==> src/rtl/qpsk_pkg.sv <==
// Shared types and defaults for the differential QPSK phase path.
package qpsk_pkg;

   localparam int DEFAULT_SPS           = 8;
   localparam int DEFAULT_SAMPLE_OFFSET = 4;
   localparam int IQ_W                  = 32;

   typedef struct packed {
      logic signed [15:0] i;
      logic signed [15:0] q;
   } iq_t;

   typedef struct packed {
      iq_t prev;
      iq_t curr;
   } iq_pair_t;

   // One output-buffer entry: the pair plus its frame-end flag.
   typedef struct packed {
      logic     last;
      iq_pair_t pair;
   } pair_beat_t;

   function automatic logic iq_is_zero(input iq_t s);
      return (s.i == 16'sd0) && (s.q == 16'sd0);
   endfunction

endpackage

==> src/rtl/axis_fifo2.sv <==
// Two-entry AXI-Stream buffer. The input ready is registered from the next occupancy,
// so it has no combinational path from the output ready.
module axis_fifo2 #(
   parameter int WIDTH = 65
) (
   input  logic             clk,
   input  logic             rst,
   input  logic             in_valid,
   output logic             in_ready,
   input  logic [WIDTH-1:0] in_data,
   output logic             out_valid,
   input  logic             out_ready,
   output logic [WIDTH-1:0] out_data
);

   logic [1:0]       count_r;
   logic [WIDTH-1:0] head_r;
   logic [WIDTH-1:0] tail_r;
   logic             ready_r;
   logic             valid_r;
   logic             push_s;
   logic             pop_s;
   logic [1:0]       count_nxt_s;
   logic [WIDTH-1:0] head_nxt_s;
   logic [WIDTH-1:0] tail_nxt_s;

   assign push_s = in_valid && (count_r != 2'd2);
   assign pop_s  = valid_r && out_ready;

   // Next occupancy and entry contents for each push/pop combination.
   always_comb begin
      count_nxt_s = count_r;
      head_nxt_s  = head_r;
      tail_nxt_s  = tail_r;
      case ({push_s, pop_s})
         2'b10: begin
            count_nxt_s = count_r + 2'd1;
            if (count_r == 2'd0) begin
               head_nxt_s = in_data;
            end else begin
               tail_nxt_s = in_data;
            end
         end
         2'b01: begin
            count_nxt_s = count_r - 2'd1;
            head_nxt_s  = tail_r;
         end
         2'b11: begin
            // Occupancy is unchanged; the new entry goes behind whatever remains.
            if (count_r == 2'd1) begin
               head_nxt_s = in_data;
            end else begin
               head_nxt_s = tail_r;
               tail_nxt_s = in_data;
            end
         end
         default: begin
            count_nxt_s = count_r;
         end
      endcase
   end

   // Buffer state and registered handshake flags.
   always_ff @(posedge clk) begin
      if (rst) begin
         count_r <= 2'd0;
         head_r  <= {WIDTH{1'b0}};
         tail_r  <= {WIDTH{1'b0}};
         ready_r <= 1'b0;
         valid_r <= 1'b0;
      end else begin
         count_r <= count_nxt_s;
         head_r  <= head_nxt_s;
         tail_r  <= tail_nxt_s;
         ready_r <= (count_nxt_s < 2'd2);
         valid_r <= (count_nxt_s != 2'd0);
      end
   end

   assign in_ready  = ready_r;
   assign out_valid = valid_r;
   assign out_data  = head_r;

endmodule

==> src/rtl/iq_pair_former_chk.sv <==
// Elaboration-time parameter checks for iq_pair_former.
module iq_pair_former_chk #(
   parameter int SPS           = 8,
   parameter int SAMPLE_OFFSET = 4
) ();

   if ((SPS < 1) || (SAMPLE_OFFSET < 0) || (SAMPLE_OFFSET >= SPS)) begin : g_bad_params
      $error("iq_pair_former: need SPS >= 1 and 0 <= SAMPLE_OFFSET < SPS (SPS=%0d, SAMPLE_OFFSET=%0d)",
             SPS, SAMPLE_OFFSET);
   end

endmodule

==> src/rtl/iq_pair_former.sv <==
// Decimates an IQ stream to one sample per symbol and emits {previous, current} pairs.
// Define IQ_PAIR_ZERO_SKIP_EN to drop decimated samples with I==0 and Q==0.
module iq_pair_former
   import qpsk_pkg::*;
#(
   parameter int C_S00_AXIS_TDATA_WIDTH = 32,
   parameter int C_M00_AXIS_TDATA_WIDTH = 64,
   parameter int SPS                    = DEFAULT_SPS,
   parameter int SAMPLE_OFFSET          = DEFAULT_SAMPLE_OFFSET
) (
   input  logic                                s00_axis_aclk,
   input  logic                                s00_axis_areset,
   input  logic                                s00_axis_tvalid,
   output logic                                s00_axis_tready,
   input  logic [C_S00_AXIS_TDATA_WIDTH-1:0]   s00_axis_tdata,
   input  logic                                s00_axis_tlast,
   input  logic [C_S00_AXIS_TDATA_WIDTH/8-1:0] s00_axis_tstrb,
   output logic                                m00_axis_tvalid,
   input  logic                                m00_axis_tready,
   output logic [C_M00_AXIS_TDATA_WIDTH-1:0]   m00_axis_tdata,
   output logic                                m00_axis_tlast,
   output logic [C_M00_AXIS_TDATA_WIDTH/8-1:0] m00_axis_tstrb,
   output logic [15:0]                         pair_count
);

   localparam int               CNT_W    = (SPS > 1) ? $clog2(SPS) : 1;
   localparam logic [CNT_W-1:0] OFFSET_C = CNT_W'(SAMPLE_OFFSET);
   localparam logic [CNT_W-1:0] LAST_C   = CNT_W'(SPS - 1);
   localparam logic [CNT_W-1:0] ONE_C    = CNT_W'(1);
   localparam logic [CNT_W-1:0] ZERO_C   = CNT_W'(0);

   iq_pair_former_chk #(
      .SPS           (SPS),
      .SAMPLE_OFFSET (SAMPLE_OFFSET)
   ) u_chk ();

   logic [CNT_W-1:0] cnt_r;
   logic             have_prev_r;
   iq_t              prev_r;
   logic [15:0]      pair_count_r;
   iq_t              sample_s;
   logic             tready_s;
   logic             accept_s;
   logic             is_sym_s;
   logic             keep_s;
   logic             push_s;
   logic             pop_s;
   logic             head_valid_s;
   pair_beat_t       push_beat_s;
   pair_beat_t       head_beat_s;
   logic             unused_s;

   assign unused_s = ^s00_axis_tstrb;
   assign sample_s = s00_axis_tdata[IQ_W-1:0];
   assign accept_s = s00_axis_tvalid && tready_s;
   assign is_sym_s = accept_s && (cnt_r == OFFSET_C);

`ifdef IQ_PAIR_ZERO_SKIP_EN
   // A zero symbol would become a zero divisor in the phase stage.
   assign keep_s = is_sym_s && !iq_is_zero(sample_s);
`else
   assign keep_s = is_sym_s;
`endif

   assign push_s = keep_s && have_prev_r;

   // Pair written into the buffer; tlast rides along from the pushing beat.
   always_comb begin
      push_beat_s.last      = s00_axis_tlast;
      push_beat_s.pair.prev = prev_r;
      push_beat_s.pair.curr = sample_s;
   end

   // Symbol phase counter and previous-symbol history; a frame end clears both.
   always_ff @(posedge s00_axis_aclk) begin
      if (s00_axis_areset) begin
         cnt_r       <= ZERO_C;
         have_prev_r <= 1'b0;
         prev_r      <= iq_t'(32'h0000_0000);
      end else if (accept_s) begin
         if (s00_axis_tlast) begin
            cnt_r       <= ZERO_C;
            have_prev_r <= 1'b0;
         end else begin
            cnt_r <= (cnt_r == LAST_C) ? ZERO_C : (cnt_r + ONE_C);
            if (keep_s) begin
               have_prev_r <= 1'b1;
            end
         end
         if (keep_s) begin
            prev_r <= sample_s;
         end
      end
   end

   axis_fifo2 #(
      .WIDTH ($bits(pair_beat_t))
   ) u_fifo (
      .clk       (s00_axis_aclk),
      .rst       (s00_axis_areset),
      .in_valid  (push_s),
      .in_ready  (tready_s),
      .in_data   (push_beat_s),
      .out_valid (head_valid_s),
      .out_ready (m00_axis_tready),
      .out_data  (head_beat_s)
   );

   assign pop_s = head_valid_s && m00_axis_tready;

   // Count of completed output handshakes, wrapping at 16 bits.
   always_ff @(posedge s00_axis_aclk) begin
      if (s00_axis_areset) begin
         pair_count_r <= 16'd0;
      end else if (pop_s) begin
         pair_count_r <= pair_count_r + 16'd1;
      end
   end

   assign s00_axis_tready = tready_s;
   assign m00_axis_tvalid = head_valid_s;
   assign m00_axis_tdata  = head_beat_s.pair;
   assign m00_axis_tlast  = head_beat_s.last;
   assign m00_axis_tstrb  = {(C_M00_AXIS_TDATA_WIDTH/8){1'b1}};
   assign pair_count      = pair_count_r;

endmodule

==> config.mk <==
export PLATFORM = sky130hd
export DESIGN_NAME = iq_pair_former
export DESIGN_NICKNAME = d
export VERILOG_FILES = /design/src/rtl/qpsk_pkg.sv /design/src/rtl/axis_fifo2.sv /design/src/rtl/iq_pair_former_chk.sv /design/src/rtl/iq_pair_former.sv
export SDC_FILE = /design/constraint.sdc
export NUM_CORES = 1
export LEC_CHECK = 0
export CAP_MARGIN = 20
export CORE_MARGIN = 5
export CORE_UTILIZATION = 55
export CTS_BUF_LIST = sky130_fd_sc_hd__clkbuf_4
export CTS_CLUSTER_DIAMETER = 30
export DETAILED_ROUTE_END_ITERATION = 10
export PLACE_DENSITY_LB_ADDON = 0.15
export REMOVE_ABC_BUFFERS = 1
export SLEW_MARGIN = 10
export SYNTH_ARGS = -nofsm -noshare
export SYNTH_HDL_FRONTEND = slang
export SYNTH_HIERARCHICAL = 1
export SYNTH_SLANG_ARGS = --single-unit
export TNS_END_PERCENT = 50
==> constraint.sdc <==
create_clock -name s00_axis_aclk -period 3.3 [get_ports s00_axis_aclk]
set_clock_uncertainty 0.1 [all_clocks]
set_input_delay 0.33 -clock s00_axis_aclk [delete_from_list [all_inputs] [get_ports s00_axis_aclk]]
set_output_delay 0.33 -clock s00_axis_aclk [all_outputs]
set_load 0.01 [all_outputs]
==> metrics.txt <==
Worst path slowest cell buf_4; Worst EP required 3.67 ns; CTS Root Cell clkbuf_4; slew at the pin closest to its max-slew limit 0.789 ns; Die Height 131 µm; Ys Warns 6; dpl ws 0.119 ns; critical path class reg2reg; sequential cell area fraction in the yosys report 0.459; CTS tree built; synthesized area 8110 µm²; hold slack 0.169 ns; Crit. End Element flop; Pins Over Slew Limit 0; Post-CTS Hold Buffers 0; vias per cell 6.31; HP Class in2reg; Slew headroom 0.474; post-CTS sizing 0; most frequent cells in the layout dfxtp_1, o21ai_0, clkdlybuf4s50_1; CTS Buffer Depth 2; Unique masters post-synth 45; row cnt 44; Yosys reg bits 186; RSZ-0062 raised after global routing no; commonest non-fill, non-tap cell in the layout dfxtp_1; top cell type by total area after synthesis dfxtp_1; Final ANT Viol Nets 0; Critical Path AT 3.18 ns; r2r endpoint u_fifo/out_data[4]; clock sink count 186; gr usage total 0.253; slowest stage delay, CP 0.51 ns; Worst Hold Depth 2; status finished, final reports clean; Area after DPL 9360 µm²; setup repair bufs after CTS 0; Worst setup SP type flop; highest clock rate 356 MHz; share of cells above drive strength 1 0.0751; CP cell instances inv_1 > ha_1 > nand2_1 > nor2_4 > and2_1 > nand2b_1 > inv_1 > ha_1 > and3b_2 > buf_4 > nor3_1 > a311oi_1; die width 131 µm; Core Box Area 14,500 µm²; design area 9650 µm²; Worst R2R Path Depth 12; die area 17,300 µm²; largest net degree at the start of global routing 100; WL/cell 18.6 µm; Cells after Synth 972; r2r setup slk 0.49 ns; GP Congestion 0.798; synth top area cells dfxtp_1, o21ai_0, a311oi_1; drt total wl 22.7 mm; Overflow after GRT 0; final setup violation count 0; Worst-path clk slew 0.14 ns; Pwr Density 381 nW/µm²; Final Hold Fails 0; Primary FF master, synth dfxtp_1; async set-reset flop share out of synthesis 0; Tmin final 2.81 ns; post-synth top area share 0.459; Vias 7,706; Avg Synthesized Cell Area 8.35 µm²; number of global-route vias before repair 7,073; Post-synth EDFFs 0; worst skew pair latency 0.57 ns; Final Cycle Share 0.852; IO buf count 119; Pre-antenna DRT Iters 7; # diodes 0; I/O pin count 132; Leak 2.91 nW; CP max FO 47; Area Overhead vs Synth 18.9%; Initial DRC Count 841; Reg-to-Reg Start cnt_r[0]; sink of the worst hold path u_fifo/tail_r[1]; H-tree depth 4; nets@finish 1,076; maximum VDD drop 0.000268 V; DRC Markers 0; # Max-Cap Violations 0; antenna violations before repair 0; CTS Buf Count 17; Hold Crit Start s00_axis_areset; HPWL after detailed placement 12.4 mm; first-pass GRT wire length 37.0 mm; Worst Slack Setup Final 0.490 ns; starting density of the core 0.560
## routing by layer
layer | up-vias | GRT usage | routed length [µm]
li1 | 3679 | - | -
met1 | 3668 | 0.354 | 10100
met2 | 334 | 0.394 | 10700
met3 | 25 | 0.0566 | 1760
met4 | 0 | 0.0726 | 255
met5 | - | 0 | 0
## sequential cells by signal (all words and copies together), names as in the netlist
signal and cells:
u_fifo/out_data 65, u_fifo/tail_r 65, prev_r 32, pair_count 16, cnt_r 3, u_fifo/count_r 2, have_prev_r 1, u_fifo/in_ready 1
u_fifo/out_valid 1
## where the power goes
part / switching, mW / total (mW) / internal [mW]
registers: 0.00125 / 2.25 / 2.25
clock network: 0.746 / 1.30 / 0.558
logic: 0.0698 / 0.121 / 0.0509
total: 0.817 / 3.67 / 2.86
## cells by family after synthesis
family | share of synthesized area
buf+inv | 0.0723
flops | 0.459
mux | 0.00262
fa+ha+maj | 0.0154
xor+xnor | 0.0119
other cells | 0.000462
compound gates | 0.284
simple gates | 0.154
## synth_stat cells (2+ instances only)
library cell,instances
nor2_1,20
or3_1,2
dfxtp_1,186
and4_1,2
o21ai_1,9
nor2b_1,2
o21ai_0,124
xnor2_1,4
a21oi_1,106
o211ai_1,65
ha_1,10
nor3_1,67
a311oi_1,65
and2_1,4
nand4_1,5
buf_2,15
nor3b_1,2
clkbuf_1,76
buf_1,9
nand3_1,70
clkbuf_2,4
nand2_1,74
inv_1,7
xor2_1,7
nor4_1,2
buf_6,5
buf_4,12
## worst max-delay path, delay by kind of cell, from the launching register on
| family | cells | cell delay [ns] |
|---|---|---|
| compound gates | 1 | 0.28 |
| fa+ha+maj | 2 | 0.52 |
| buf+inv | 3 | 0.63 |
| flops | 1 | 0.39 |
| simple gates | 6 | 0.79 |
## metrics by stage
stage / TNS (ns) / cells / util / total power, mW
6_report: 0 / 1222 / 0.666 / 3.67
5_1_grt: 0 / 1222 / 0.666 / 3.79
4_1_cts: 0 / 1222 / 0.666 / 3.69
3_5_place_dp: 0 / 1190 / 0.646 / 2.42
3_3_place_gp: 0 / 1190 / 0.646 / 2.42
2_1_floorplan: -362.21 / 858 / - / 2.32
## how the worst max path moves through the flow
stage	start	to	slack [ns]	depth (start not counted)
floorplan	u_fifo/out_valid	u_fifo/out_data[25]	-2.83	6
global placement	s00_axis_tvalid	u_fifo/out_data[5]	0.21	11
detailed placement	s00_axis_tvalid	u_fifo/out_data[40]	0.12	11
CTS	cnt_r[0]	u_fifo/out_data[40]	0.48	12
global route	cnt_r[0]	u_fifo/out_data[32]	0.26	12
finish	cnt_r[0]	u_fifo/out_data[4]	0.49	12
## final cells by class
type	instances	area, µm²
clock inverter	10	125
sequential	186	3720
tap	184	230
inverter	7	26.3
timing repair buffer	148	1510
clock buffer	22	165
multi-input combinational	665	3870
fill	1236	4830
Power figures use the tool's default switching activity.
